File: config.mk
export PLATFORM = sky130hd
export DESIGN_NAME = csa_resolve_seq
export DESIGN_NICKNAME = d
export VERILOG_FILES = /design/src/rtl/csa_resolve_seq.sv
export SDC_FILE = /design/constraint.sdc
export NUM_CORES = 1
export LEC_CHECK = 0
export ABC_AREA = 1
export CORE_UTILIZATION = 53
export DETAILED_ROUTE_END_ITERATION = 6
export HOLD_SLACK_MARGIN = 0.03
export PLACE_DENSITY = 0.83
export SYNTH_ARGS = -nofsm -noshare
export SYNTH_HDL_FRONTEND = slang
export SYNTH_SLANG_ARGS = --single-unit
File: constraint.sdc
create_clock -name clk -period 4.35 [get_ports clk]
set_clock_uncertainty 0.05 [all_clocks]
set_input_delay 0.435 -clock clk [delete_from_list [all_inputs] [get_ports clk]]
set_output_delay 0.435 -clock clk [all_outputs]
set_load 0.1 [all_outputs]
File: src/rtl/csa_resolve_seq.sv
// Sequential carry-propagate resolver: turns one carry-save pair into a binary sum,
// CHUNK bits per clock with the carry rippled between cycles, behind valid/ready handshakes.
module csa_resolve_seq #(
    parameter int MAX   = 7,
    parameter int CHUNK = 4
) (
    input  logic           clk,
    input  logic           rst_n,
    input  logic           in_valid,
    output logic           in_ready,
    input  logic [MAX-1:0] pv_s,
    input  logic [MAX-1:0] pv_c,
    output logic           out_valid,
    input  logic           out_ready,
    output logic [MAX:0]   sum
);

    localparam int NSEG = (MAX + CHUNK - 1) / CHUNK;
    localparam int PW   = NSEG * CHUNK;
    localparam int SEGW = (NSEG > 1) ? $clog2(NSEG) : 1;
    localparam logic [SEGW-1:0] LAST_SEG = SEGW'(NSEG - 1);

    typedef enum logic [1:0] {
        IDLE = 2'd0,
        ADD  = 2'd1,
        DONE = 2'd2
    } state_t;

    state_t          state_r;
    state_t          state_nx_s;
    logic [PW-1:0]   s_r;
    logic [PW-1:0]   c_r;
    logic [MAX:0]    acc_r;
    logic [MAX:0]    acc_nx_s;
    logic [SEGW-1:0] seg_r;
    logic            carry_r;
    logic            out_valid_r;
    logic            in_ready_s;
    logic            accept_s;
    logic            last_seg_s;
    int              base_s;
    logic [CHUNK-1:0] s_seg_s;
    logic [CHUNK-1:0] c_seg_s;
    logic [CHUNK:0]   add_s;

    // Operands are zero-padded to whole chunks, so the last partial segment needs no masking.
    assign base_s     = int'(seg_r) * CHUNK;
    assign s_seg_s    = s_r[base_s +: CHUNK];
    assign c_seg_s    = c_r[base_s +: CHUNK];
    assign add_s      = {1'b0, s_seg_s} + {1'b0, c_seg_s} + {{CHUNK{1'b0}}, carry_r};
    assign last_seg_s = (seg_r == LAST_SEG);
    assign accept_s   = in_valid && in_ready_s;

    assign in_ready  = in_ready_s;
    assign out_valid = out_valid_r;
    assign sum       = acc_r;

    // State register
    always_ff @(posedge clk or negedge rst_n) begin
        if (!rst_n) begin
            state_r <= IDLE;
        end else begin
            state_r <= state_nx_s;
        end
    end

    // Next-state logic
    always_comb begin
        state_nx_s = state_r;
        case (state_r)
            IDLE: begin
                if (in_valid) state_nx_s = ADD;
                else          state_nx_s = IDLE;
            end
            ADD: begin
                if (last_seg_s) state_nx_s = DONE;
                else            state_nx_s = ADD;
            end
            DONE: begin
                if (out_ready && in_valid) state_nx_s = ADD;
                else if (out_ready)        state_nx_s = IDLE;
                else                       state_nx_s = DONE;
            end
            default: state_nx_s = IDLE;
        endcase
    end

    // Input-side ready decode; DONE passes downstream readiness through for back-to-back pairs
    always_comb begin
        in_ready_s = 1'b0;
        case (state_r)
            IDLE:    in_ready_s = 1'b1;
            ADD:     in_ready_s = 1'b0;
            DONE:    in_ready_s = out_ready;
            default: in_ready_s = 1'b0;
        endcase
    end

    // Merge the current segment (plus its carry-out into the next bit) into the result
    always_comb begin
        acc_nx_s = acc_r;
        for (int i = 0; i <= MAX; i++) begin
            if ((i >= base_s) && (i <= base_s + CHUNK)) begin
                acc_nx_s[i] = add_s[i - base_s];
            end else begin
                acc_nx_s[i] = acc_r[i];
            end
        end
    end

    // Datapath: operand capture on accept, one segment resolved per ADD cycle
    always_ff @(posedge clk or negedge rst_n) begin
        if (!rst_n) begin
            s_r     <= {PW{1'b0}};
            c_r     <= {PW{1'b0}};
            acc_r   <= {(MAX + 1){1'b0}};
            seg_r   <= {SEGW{1'b0}};
            carry_r <= 1'b0;
        end else if (accept_s) begin
            s_r     <= PW'(pv_s);
            c_r     <= PW'(pv_c);
            seg_r   <= {SEGW{1'b0}};
            carry_r <= 1'b0;
        end else if (state_r == ADD) begin
            acc_r   <= acc_nx_s;
            carry_r <= add_s[CHUNK];
            seg_r   <= last_seg_s ? {SEGW{1'b0}} : (seg_r + SEGW'(1));
        end
    end

    // Registered output-valid, tracking entry into DONE
    always_ff @(posedge clk or negedge rst_n) begin
        if (!rst_n) begin
            out_valid_r <= 1'b0;
        end else begin
            out_valid_r <= (state_nx_s == DONE);
        end
    end

endmodule

==> Word level (Yosys, flattened, before mapping) <==
Index checks and enable logic that the tools add are counted.
{ "classes": {"add_sub_neg": 12, "eq_ne": 3, "n_mux": 35, "reduce_logical": 20, "bitwise_logic": 1, "shifts": 2, "order_cmp": 24} }
{ "op_table": {"columns": ["op", "n"], "rows": [
  ["$le A4 B32 Y1 const A", 3],
  ["$le A3 B32 Y1 const A", 2],
  ["$lt A4 B5 Y1 const B", 8],
  ["$le A1 B32 Y1 const A", 1],
  ["$le A2 B32 Y1 const A", 1],
  ["$bmux W1 S3", 8],
  ["$reduce_and A3 Y1", 8],
  ["$mux W1", 22],
  ["$shiftx A8 B4 Y4", 2],
  ["$sub A3 B3 Y4 const A", 4],
  ["$ge A3 B3 Y1 const A", 4],
  ["$logic_and A1 B1 Y1", 10],
  ["$sub A1 B3 Y4 const A", 2],
  ["$sub A2 B3 Y4 const A", 2],
  ["$ge A1 B3 Y1 const A", 2],
  ["$ge A2 B3 Y1 const A", 2],
  ["$mux W2", 3],
  ["$pmux W2 S3", 1],
  ["$add A4 B4 Y5", 1],
  ["$add A5 B1 Y5", 1],
  ["$add A3 B3 Y4 const B", 1],
  ["$eq A2 B2 Y1 const B", 2],
  ["$le A3 B4 Y1 const A", 1],
  ["$eq A2 B1 Y1 const B", 1],
  ["other kinds (5)", 5]
]} }
{ "word_totals": {"output_inout_bits": 10, "reg_bits": 27, "inputBits": 18} }

==> Logic depth before layout (Yosys ltp) <==
{ "depth": {"word_depth": 6, "depth_mapped": 10, "ltp_nobuf": 10} }

==> Least setup slack after synthesis <==
OpenSTA, ideal clock, no wires.
{ "synth_timing": {"kind": "register to register", "start": "register seg_r (netlist: last_seg_s)", "end": "register carry_r", "setup_slack_ns": 2.362, "arrival_ns": 1.867, "path_buffers": 1, "required_time_ns": 4.229, "setup_ns": 0.071, "stages_incl_launch_ff": 8, "path_cell_list": "dfrtp_1 buf_4 mux2i_1 fa_1 fa_1 o21ai_0 nor2_1 nor2_1"} }
{ "synth_via": {"elab_chain_cells": 5} }
{ "synth_lines": {"columns": ["element", "line", "text"], "rows": [
  ["start, declared", "35", "logic [SEGW-1:0] seg_r;"],
  ["start signal, assigned", "117", "seg_r <= {SEGW{1'b0}};"],
  ["start signal, assigned", "122", "seg_r <= {SEGW{1'b0}};"],
  ["start signal, assigned", "127", "seg_r <= last_seg_s ? {SEGW{1'b0}} : (seg_r + SEGW'(1));"],
  ["$shiftx A8 B4 Y4 (on tied branches)", "48, 49", null],
  ["$add A4 B4 Y5 *", "50", "assign add_s = {1'b0, s_seg_s} + {1'b0, c_seg_s} + {{CHUNK{1'b0}}, carry_r};"],
  ["$add A5 B1 Y5 *", "50", null],
  ["$mux W1 *", "124", "end else if (state_r == ADD) begin"],
  ["$mux W1 *", "119", "end else if (accept_s) begin"],
  ["end signal, assigned", "126", "carry_r <= add_s[CHUNK];"],
  ["end, declared", "36", "logic carry_r;"]
]} }
Mark *: on every way between the ends. The rest lies on a longest branch, timed or not. The select of a mux whose other input is x is not followed.
A chain may end at the register's enable or synchronous reset.

==> Worst setup path after layout <==
{ "layout_timing": {"start": "register acc_r[0] (netlist: sum[0])", "end": "output port sum[0]"} }
{ "layout_lines": {"columns": ["element", "line", "text"], "rows": [
  ["start, declared", "33", "logic [MAX:0] acc_r;"],
  ["start signal, assigned", "116", "acc_r <= {(MAX + 1){1'b0}};"],
  ["start signal, assigned", "125", "acc_r <= acc_nx_s;"],
  ["end, declared", "15", "output logic [MAX:0] sum"]
]} }
No word-level cell between the ends.

==> summary.md <==
| Metric | Value |
|---|---|
| Top delay family on crit path | buffers and inverters |
| Cells after synthesis | roughly 150 |
| Largest family of logic cells by synthesized area | simple AND/OR/NAND/NOR gates |
| Post-CTS Hold Buffers | 0 |
| Mean area per synthesized cell | ~9 sq um |
| Ports | 28 |
| Final GP Congestion | 0.830 |
| Final net count | 200 |
| Remaining Overflow, GRT | 0 |
| Post-Layout Cell Count | 204 |
| Core Footprint | around 2300 sq um |
| Vias in the first global route | 1061 |
| Post-synthesis mux area share | approximately 1.5% |
| Initial Util | a little under three fifths |
| Metal-1 WL | roughly 1.1 mm |
| FFs w/ async S/R, synth | 100% |
| Worst Max-Slew Pin Slew | 1.16 ns |
| Hold crit path type | flop to flop |
| Status | complete, no violations |
| CP Capture Type | output pin |
| Distinct cells, synth | 21 |
| Root Driver | clkbuf_4 |
| Uppermost layer routed | met4 |
| Crit Path Class | flop to output pin |
| Synth Area in Adders | 5.98% |
| Vias per cell | around 5.1 |
| Synth top area cells | dfrtp_1, nand2_1, nand3_1 |
| Die W | 51.5 um |
| Clock Pin Slew Worst Setup and Hold Paths | between 0.1 and 0.15 ns |
| Max-cap violations | 0 |
| CP bufs+invs | 1 |
| Clock Path Buffers | 2 |
| Final WS setup | a little over 2 ns |
| Final HPWL from detailed placement | ~1.9 mm |
| Seq/Total Area, Yosys | 52.1% |
| Seq cells post-synth | 27 |
| WL met2 | about 1.2 mm |
| Share of layout cells above drive strength 1 | under 10% |
| Vias | between 1000 and 1500 |
| First-pass DRT Iterations | 4 |
| Max_slew headroom | between 20% and 30% |
| Top_reg_cell synth | dfrtp_1 |
| Final period utilization | 53.7% |
| H-Tree Depth | 1 |
| Final Hold Fails | 0 |
| Max Slew Vio Count | 0 |
| Std cell rows | 17 |
| Post-route DRC | 0 |
| Post-cts gate resize count | 0 |
| Setup_tns | 0 ns |
| Post-synth EDFFs | 0 |
| Detail Route Antenna Nets | 0 |
| Netlist Area Pre-Place | 1300 sq um |
| Layout filler cell count | ~200 |
| Num CTS Buffers | 3 |
| RSZ-0062 raised after global routing | false |
| Worst Hold Slack | between 0.4 and 0.5 ns |
| Top-area cell type share of the netlist area | between 50 and 60% |
| CP max stage delay | ~1.1 ns |
| Ys Warns | 0 |
| Largest net degree at the start of global routing | 28 |
| First-pass GRT wire length | about 4.4 mm |
| Synth top cells by count | nand2_1, dfrtp_1, nand3_1 |
| Sink Count | 27 |
| Post-synth top area cell | dfrtp_1 |
| Top-count cell post-synth | nand2_1 |
| CTS tree | done |
| Crit path launch type | flop |
| I/O Buffers | 27 |
| Die area | 2650 sq um |
| Post-DR wirelength/cell | 12.1 um |
| Dpl ws | just over 2 ns |
| Worst-Skew Late Latency | between 0.3 and 0.4 ns |
| Initial antenna violation count | 0 |
| Final setup viols | 0 |
| Dpl cells | 200 |
| Gr usage total | a little under a quarter |
| Max Clock Freq | between 400 and 500 MHz |
| Post-route minimum period | 2.33 ns |
| Initial detailed-routing violation count | 19 |
| CP max stage cell | clkdlybuf4s50_1 |
| Synth Area in XOR/XNOR | less than 1% |
| Die H | 51.5 um |
| Area growth syn-to-layout | 23.9% |
| Synth Area in Compound Gates | under 10% |
| Syn_nets | about 170 |
| Post-Synth Simple-Gate Area | 27.3% |
| Cell chain of the critical path | clkdlybuf4s50_1 |
| Met3 WL | 85 um |
| Critical Path RT | 3.87 ns |
| Post-Route WL | approximately 2.5 mm |
| Setup Buffers After CTS | 0 |
| Antenna Cells | 0 |
| Critical path arrival | about 1.9 ns |
| Worst-path maximum fanout | 2 |
final timing paths:
check                                            start              endpoint  slack (ns)  cells after the start
max in group asynchronous                        rst_n    c_r[1]$_DFFE_PN0P_        2.91                      1
worst min register to register      sum[3]$_DFFE_PN0P_    sum[3]$_DFFE_PN0P_        0.45                      2
worst max register to register  last_seg_s$_DFFE_PN0P_    sum[4]$_DFFE_PN0P_        2.05                      6
min in group asynchronous                        rst_n  state_r[1]$_DFF_PN0_        0.67                      1
worst min-delay path                sum[3]$_DFFE_PN0P_    sum[3]$_DFFE_PN0P_        0.45                      2
worst max-delay path                sum[0]$_DFFE_PN0P_                sum[0]        2.02                      1
per-layer routing:
layer,vias to the layer above,global-route usage [%]
li1,523,-
met1,489,27.1
met2,28,41.3
met3,5,2.68
met4,0,9.46
met5,-,0
cell usage in the layout, fill, tap and decap left out, types with 2 or more instances in the layout:
cell type        instances
a21oi_1                  5
buf_4                    2
clkbuf_4                 3
clkdlybuf4s50_1         26
dfrtp_1                 27
fa_1                     2
ha_1                     3
inv_1                   10
inv_2                    3
mux2i_1                  2
nand2_1                 52
nand3_1                 17
nor2_1                   6
nor2_4                   2
o21ai_0                  5
o21ai_1                  2
o21ai_2                  2
or2_2                    2
layout make-up:
class	instances	area [sq um]	share of cell area [%]
timing repair buffer	28	275	17.1
multi-input combinational	104	546	34.0
tap	28	35.0	2.18
inverter	13	48.8	3.04
sequential	27	676	42.1
clock buffer	4	26.3	1.64
logic make-up (layout without fill, tap and decap cells):
kind of cell / Yosys count / in the layout
AO/OA/AOI/OAI: 15 / 15
multiplexers: 2 / 2
XOR/XNOR: 1 / 1
AND/OR/NAND/NOR: 81 / 81
adder cells (fa/ha/maj): 5 / 5
flip-flops: 27 / 27
buffers and inverters: 17 / 45
flip-flops by register name, indices dropped and copies added, names as in the netlist:
| register | flops |
|---|---|
| c_r | 7 |
| carry_r | 1 |
| sum | 8 |
| s_r | 7 |
| last_seg_s | 1 |
| out_valid | 1 |
| state_r | 2 |
stage by stage:
| stage | utilization, % | instance area [sq um] |
|---|---|---|
| floorplan | - | 1300 |
| global placement | 70.1 | 1580 |
| detailed placement | 70.1 | 1580 |
| CTS | 71.3 | 1610 |
| global route | 71.3 | 1610 |
| finish | 71.3 | 1610 |
Power is not shown: default switching activity piles up to over one toggle a cycle in this logic, so the estimate is an artifact.
==> variant 1 (same flow settings) <==
Set the parameter `CHUNK` to 8 (it was 4).
--- a/src/rtl/csa_resolve_seq.sv
+++ b/src/rtl/csa_resolve_seq.sv
@@ -2,7 +2,7 @@
 // CHUNK bits per clock with the carry rippled between cycles, behind valid/ready handshakes.
 module csa_resolve_seq #(
     parameter int MAX   = 7,
-    parameter int CHUNK = 4
+    parameter int CHUNK = 8
 ) (
     input  logic           clk,
     input  logic           rst_n,
Check against the original RTL: not equivalent (Yosys sat finds a counterexample within 4 cycles, from zero or initial values and one cycle with rst_n low).
==> variant 1 against the unedited design <==
- sequential cell count is 2 lower
- synthesized area is 4.6% lower
- via count is 0.86% lower
- cell area is 3.7% lower
- wire length is 9.0% lower
- non-clock buffer count is 1 lower
- setup slack worse by 0.37 ns
- critical path type is now in2out
- maximum frequency is 14% lower
- sequential share of layout area is 1.6 points lower
==> variant 1: results (changes against the unedited design) <==
<table>
<tr><th>Metric</th><th>Value</th></tr>
<tr><th colspan="2">Status</th></tr>
<tr><td>Status</td><td>completed (unchanged)</td></tr>
<tr><th colspan="2">Layout</th></tr>
<tr><td>Fraction of layout cells with a size suffix above 1</td><td>0.06742 (was 0.09091)</td></tr>
<tr><td>Fraction of standard cell area in multi-input logic</td><td>0.3447 (was 0.3396)</td></tr>
<tr><td>Count of plain and timing-repair buffers in the layout</td><td>27 (was 28)</td></tr>
<tr><td>Final-layout clock-cell area share</td><td>0.01780 (was 0.01636)</td></tr>
<tr><td>Non-clk invs</td><td>14 (was 13)</td></tr>
<tr><td>Area overhead of the layout relative to synthesis</td><td>25.10% (was 23.94%)</td></tr>
<tr><td>#MultiIn Comb</td><td>108 (was 104)</td></tr>
<tr><td>Combined flip-flop and latch cell area</td><td>625.6 um^2 (was 675.6 um^2)</td></tr>
<tr><th colspan="2">STA</th></tr>
<tr><td>Worst Hold Margin</td><td>0.4372 ns (was 0.4535 ns)</td></tr>
<tr><td>Worst relative slew slack</td><td>0.2860 (was 0.2244)</td></tr>
<tr><th colspan="2">Global route</th></tr>
<tr><td>Vias in the first global route</td><td>942 (was 1,061)</td></tr>
<tr><td>Grt met3 use</td><td>0.02727 (was 0.02679)</td></tr>
<tr><td>Global-route wire length before repair</td><td>3.919 mm (was 4.429 mm)</td></tr>
<tr><td>GRT Total Usage</td><td>0.2061 (was 0.2286)</td></tr>
<tr><td>Met1 usage</td><td>0.2465 (was 0.2710)</td></tr>
<tr><td>Met2 usage</td><td>0.3778 (was 0.4134)</td></tr>
<tr><th colspan="2">Routing</th></tr>
<tr><td>Met2 wire length</td><td>1.163 mm (was 1.240 mm)</td></tr>
<tr><td>Via/cell ratio</td><td>5.029 (was 5.123)</td></tr>
<tr><td>Detailed route wirelength on metal3</td><td>69 um (was 85 um)</td></tr>
<tr><th colspan="2">Worst setup path</th></tr>
<tr><td>Worst R2R Setup Slack</td><td>2.66 ns (was 2.05 ns)</td></tr>
<tr><td>Arrival time at the worst endpoint</td><td>2.22 ns (was 1.85 ns)</td></tr>
<tr><td>Number of cells traversed by the worst register-to-register path</td><td>8 (was 6)</td></tr>
<tr><td>Top fanout value on the critical path</td><td>4 (was 2)</td></tr>
<tr><th colspan="2">Place</th></tr>
<tr><td>Final GP Congestion</td><td>0.8084 (was 0.8295)</td></tr>
<tr><td>Post-placement cell area</td><td>1519 um^2 (was 1580 um^2)</td></tr>
<tr><th colspan="2">Synthesis</th></tr>
<tr><td>Post-Synthesis Net Count</td><td>175 (was 171)</td></tr>
<tr><td>Complex-gate fraction of the synthesized area</td><td>0.04858 (was 0.06564)</td></tr>
<tr><td>Biggest area contributors in the synthesized netlist</td><td>sky130_fd_sc_hd__dfrtp_1, sky130_fd_sc_hd__nand2_1, sky130_fd_sc_hd__ha_1 (was sky130_fd_sc_hd__dfrtp_1, sky130_fd_sc_hd__nand2_1, sky130_fd_sc_hd__nand3_1)</td></tr>
<tr><td>Synthesized netlist cell count</td><td>149 (was 148)</td></tr>
</table>
variant 1: cell types whose count changed after synthesis, sizes merged, moves of 2 or more:
cell and delta:
a21oi +2, dfrtp -2, ha +4, mux2i -2, nand2 +19, nand3 -8
nor2 -2, o21ai -6, or2 -2
variant 1: path summary, 6_finish.rpt:
check / start / to
worst max-delay path: out_ready / in_ready
max in group asynchronous: rst_n / c_r[5]$_DFFE_PN0P_
min in group asynchronous: rst_n / sum[2]$_DFFE_PN0P_
worst max register to register: s_r[0]$_DFFE_PN0P_ / sum[6]$_DFFE_PN0P_
worst min register to register: sum[0]$_DFFE_PN0P_ / sum[0]$_DFFE_PN0P_
worst min-delay path: sum[0]$_DFFE_PN0P_ / sum[0]$_DFFE_PN0P_
variant 1: worst max-delay path: cells and delay by family:
kind                   cells  cell delay [ns]
AO/OA/AOI/OAI              1             0.07
buffers and inverters      3             1.71
==> variant 2 (same settings) <==
Made on the original files. The 3 states of `state_t` get a one-hot encoding in 3 bits.
--- a/src/rtl/csa_resolve_seq.sv
+++ b/src/rtl/csa_resolve_seq.sv
@@ -20,10 +20,10 @@
     localparam int SEGW = (NSEG > 1) ? $clog2(NSEG) : 1;
     localparam logic [SEGW-1:0] LAST_SEG = SEGW'(NSEG - 1);
 
-    typedef enum logic [1:0] {
-        IDLE = 2'd0,
-        ADD  = 2'd1,
-        DONE = 2'd2
+    typedef enum logic [2:0] {
+        IDLE = 3'b001,
+        ADD  = 3'b010,
+        DONE = 3'b100
     } state_t;
 
     state_t          state_r;
Behaviour: no difference found for any inputs over 10 cycles, from zero or initial values and one cycle with rst_n low; not proved beyond that.
==> variant 2 against the unedited design <==
- sequential cell count rose by 1
- maximum frequency shrank 20%
- count of clock-buffer cells in the layout decreased by 1
- core utilization fell by 2.1 points
- setup slack worse by 0.59 ns
- synthesized area grew 6.0%
- global-route usage fell by 1.2 points
- cell area increased by 5.6%
- wire length is 1.1% lower
- first-iteration DRC count decreased by 37%
- critical endpoint is now in_ready
Power is not shown: default switching activity piles up to over one toggle a cycle in this logic, so the estimate is an artifact.
==> variant 2: results (changes against the unedited design) <==
<table>
<tr><th>Metric</th><th>Value</th></tr>
<tr><th colspan="2">Global route</th></tr>
<tr><td>GRT Total Usage</td><td>0.2166 (was 0.2286)</td></tr>
<tr><td>Vias in the first global route</td><td>1,045 (was 1,061)</td></tr>
<tr><td>Global-route wire length before repair</td><td>4.388 mm (was 4.429 mm)</td></tr>
<tr><th colspan="2">Layout</th></tr>
<tr><td>Final #Nets</td><td>209 (was 200)</td></tr>
<tr><td>Final-layout fill cell count</td><td>199 (was 204)</td></tr>
<tr><td>Fraction of layout cells with a size suffix above 1</td><td>0.09730 (was 0.09091)</td></tr>
<tr><th colspan="2">Worst setup path</th></tr>
<tr><td>Top fanout value on the critical path</td><td>17 (was 2)</td></tr>
<tr><td>Startpoint of the worst setup timing path</td><td>state_r[0]$_DFF_PN1_ (was sum[0]$_DFFE_PN0P_)</td></tr>
<tr><td>Arrival time at the worst endpoint</td><td>2.44 ns (was 1.85 ns)</td></tr>
<tr><td>Largest incremental delay on the critical path</td><td>1.17 ns (was 1.14 ns)</td></tr>
<tr><th colspan="2">Synthesis</th></tr>
<tr><td>Biggest area contributors in the synthesized netlist</td><td>sky130_fd_sc_hd__dfrtp_1, sky130_fd_sc_hd__nand2_1, sky130_fd_sc_hd__nand3_1 (unchanged)</td></tr>
<tr><td>Adder-cell share of the synthesized area</td><td>0.05647 (was 0.05985)</td></tr>
<tr><td>Proportion of synthesized area in mux cells</td><td>0.01457 (was 0.01544)</td></tr>
<tr><td>Post-Synthesis Net Count</td><td>182 (was 171)</td></tr>
<tr><td>Complex-gate fraction of the synthesized area</td><td>0.02823 (was 0.06564)</td></tr>
<tr><td>Proportion of synthesized chip area in sequential cells</td><td>0.5109 (was 0.5212)</td></tr>
<tr><td>Number of distinct library cell variants in the gate-level netlist after synthesis</td><td>24 (was 21)</td></tr>
<tr><td>Leading post-synthesis cells by instance count</td><td>sky130_fd_sc_hd__nand2_1, sky130_fd_sc_hd__dfrtp_1, sky130_fd_sc_hd__nand3_1 (unchanged)</td></tr>
<tr><td>Xor-xnor portion of the synthesized cell area</td><td>0.006375 (was 0.006757)</td></tr>
<tr><th colspan="2">Status</th></tr>
<tr><td>Status</td><td>completed (unchanged)</td></tr>
<tr><th colspan="2">Worst hold path</th></tr>
<tr><td>Kind of path behind the tightest hold check</td><td>in2async (was reg2reg)</td></tr>
<tr><th colspan="2">STA</th></tr>
<tr><td>Actual slew at the worst max-slew pin</td><td>0.9685 ns (was 1.160 ns)</td></tr>
<tr><th colspan="2">Routing</th></tr>
<tr><td>Drt pass-1 iters</td><td>6 (was 4)</td></tr>
<tr><td>Post-DR wirelength/cell</td><td>11.35 um (was 12.09 um)</td></tr>
<tr><td>Via/cell ratio</td><td>5.149 (was 5.123)</td></tr>
<tr><td>Number of DRC markers in iteration 0</td><td>12 (was 19)</td></tr>
<tr><th colspan="2">Place</th></tr>
<tr><td>DP Wirelength</td><td>1.841 mm (was 1.881 mm)</td></tr>
<tr><td>Final GP Congestion</td><td>0.7903 (was 0.8295)</td></tr>
</table>
-- variant 2: cell count changes after synthesis, moves of 2 or more --
cell / unedited run / this run
sky130_fd_sc_hd__nand3_1: 17 / 23
sky130_fd_sc_hd__o21ai_0: 5 / 0
sky130_fd_sc_hd__nand3b_1: 0 / 3
sky130_fd_sc_hd__o21ai_1: 2 / 4
sky130_fd_sc_hd__buf_2: 0 / 2
sky130_fd_sc_hd__nor2_2: 0 / 2
sky130_fd_sc_hd__buf_4: 3 / 1
sky130_fd_sc_hd__nand2_4: 0 / 2
sky130_fd_sc_hd__nand2_1: 52 / 59
sky130_fd_sc_hd__a21oi_1: 5 / 2
-- variant 2: cell families (layout without fill, tap and decap cells) --
logic type	count (synthesis)	count (layout)
and+or+nand+nor	99	99
AOI/OAI and AO/OA	7	7
muxes	2	2
DFF	28	28
adders and majority gates	5	5
buffers and inverters	17	43
xor gates and xnor gates	1	1
-- variant 2: metrics by stage --
step	cells	setup WS [ns]	instance area, um^2	utilization
2_1_floorplan	159	2.330	1374	-
3_3_place_gp	211	1.505	1649	0.6718
3_5_place_dp	211	1.500	1649	0.6718
4_1_cts	215	1.405	1702	0.6932
5_1_grt	215	1.332	1697	0.6911
6_report	215	1.423	1697	0.6911
-- variant 2: metal layers --
metal | GRT usage | up-vias | part of all wire | wire, um
met1 | 0.2627 | 526 | 0.44 | 1081
met2 | 0.3882 | 24 | 0.51 | 1249
li1 | - | 553 | - | -
met3 | 0.02586 | 4 | 0.033 | 81
met4 | 0.08333 | 0 | 0.011 | 27
met5 | 0 | - | 0 | 0
-- variant 2: layout make-up --
class | instances | area, um^2 | area share
flip-flops and latches | 28 | 701.9 | 0.4137
multi-input cells | 114 | 594.3 | 0.3503
repair buffers | 27 | 265.3 | 0.1563
inverters | 12 | 45.04 | 0.02655
well taps | 30 | 37.54 | 0.02212
clock inverters | 1 | 30.03 | 0.01770
clock buffers | 3 | 22.52 | 0.01327
-- variant 2: worst max path at each step --
stage,end,slack (ns),cells after the start
6_report,in_ready,1.42,3
2_1_floorplan,sum[4]$_DFFE_PN0P_,2.33,8
5_1_grt,in_ready,1.33,3
3_3_place_gp,in_ready,1.51,4
3_5_place_dp,in_ready,1.50,4
4_1_cts,in_ready,1.40,3
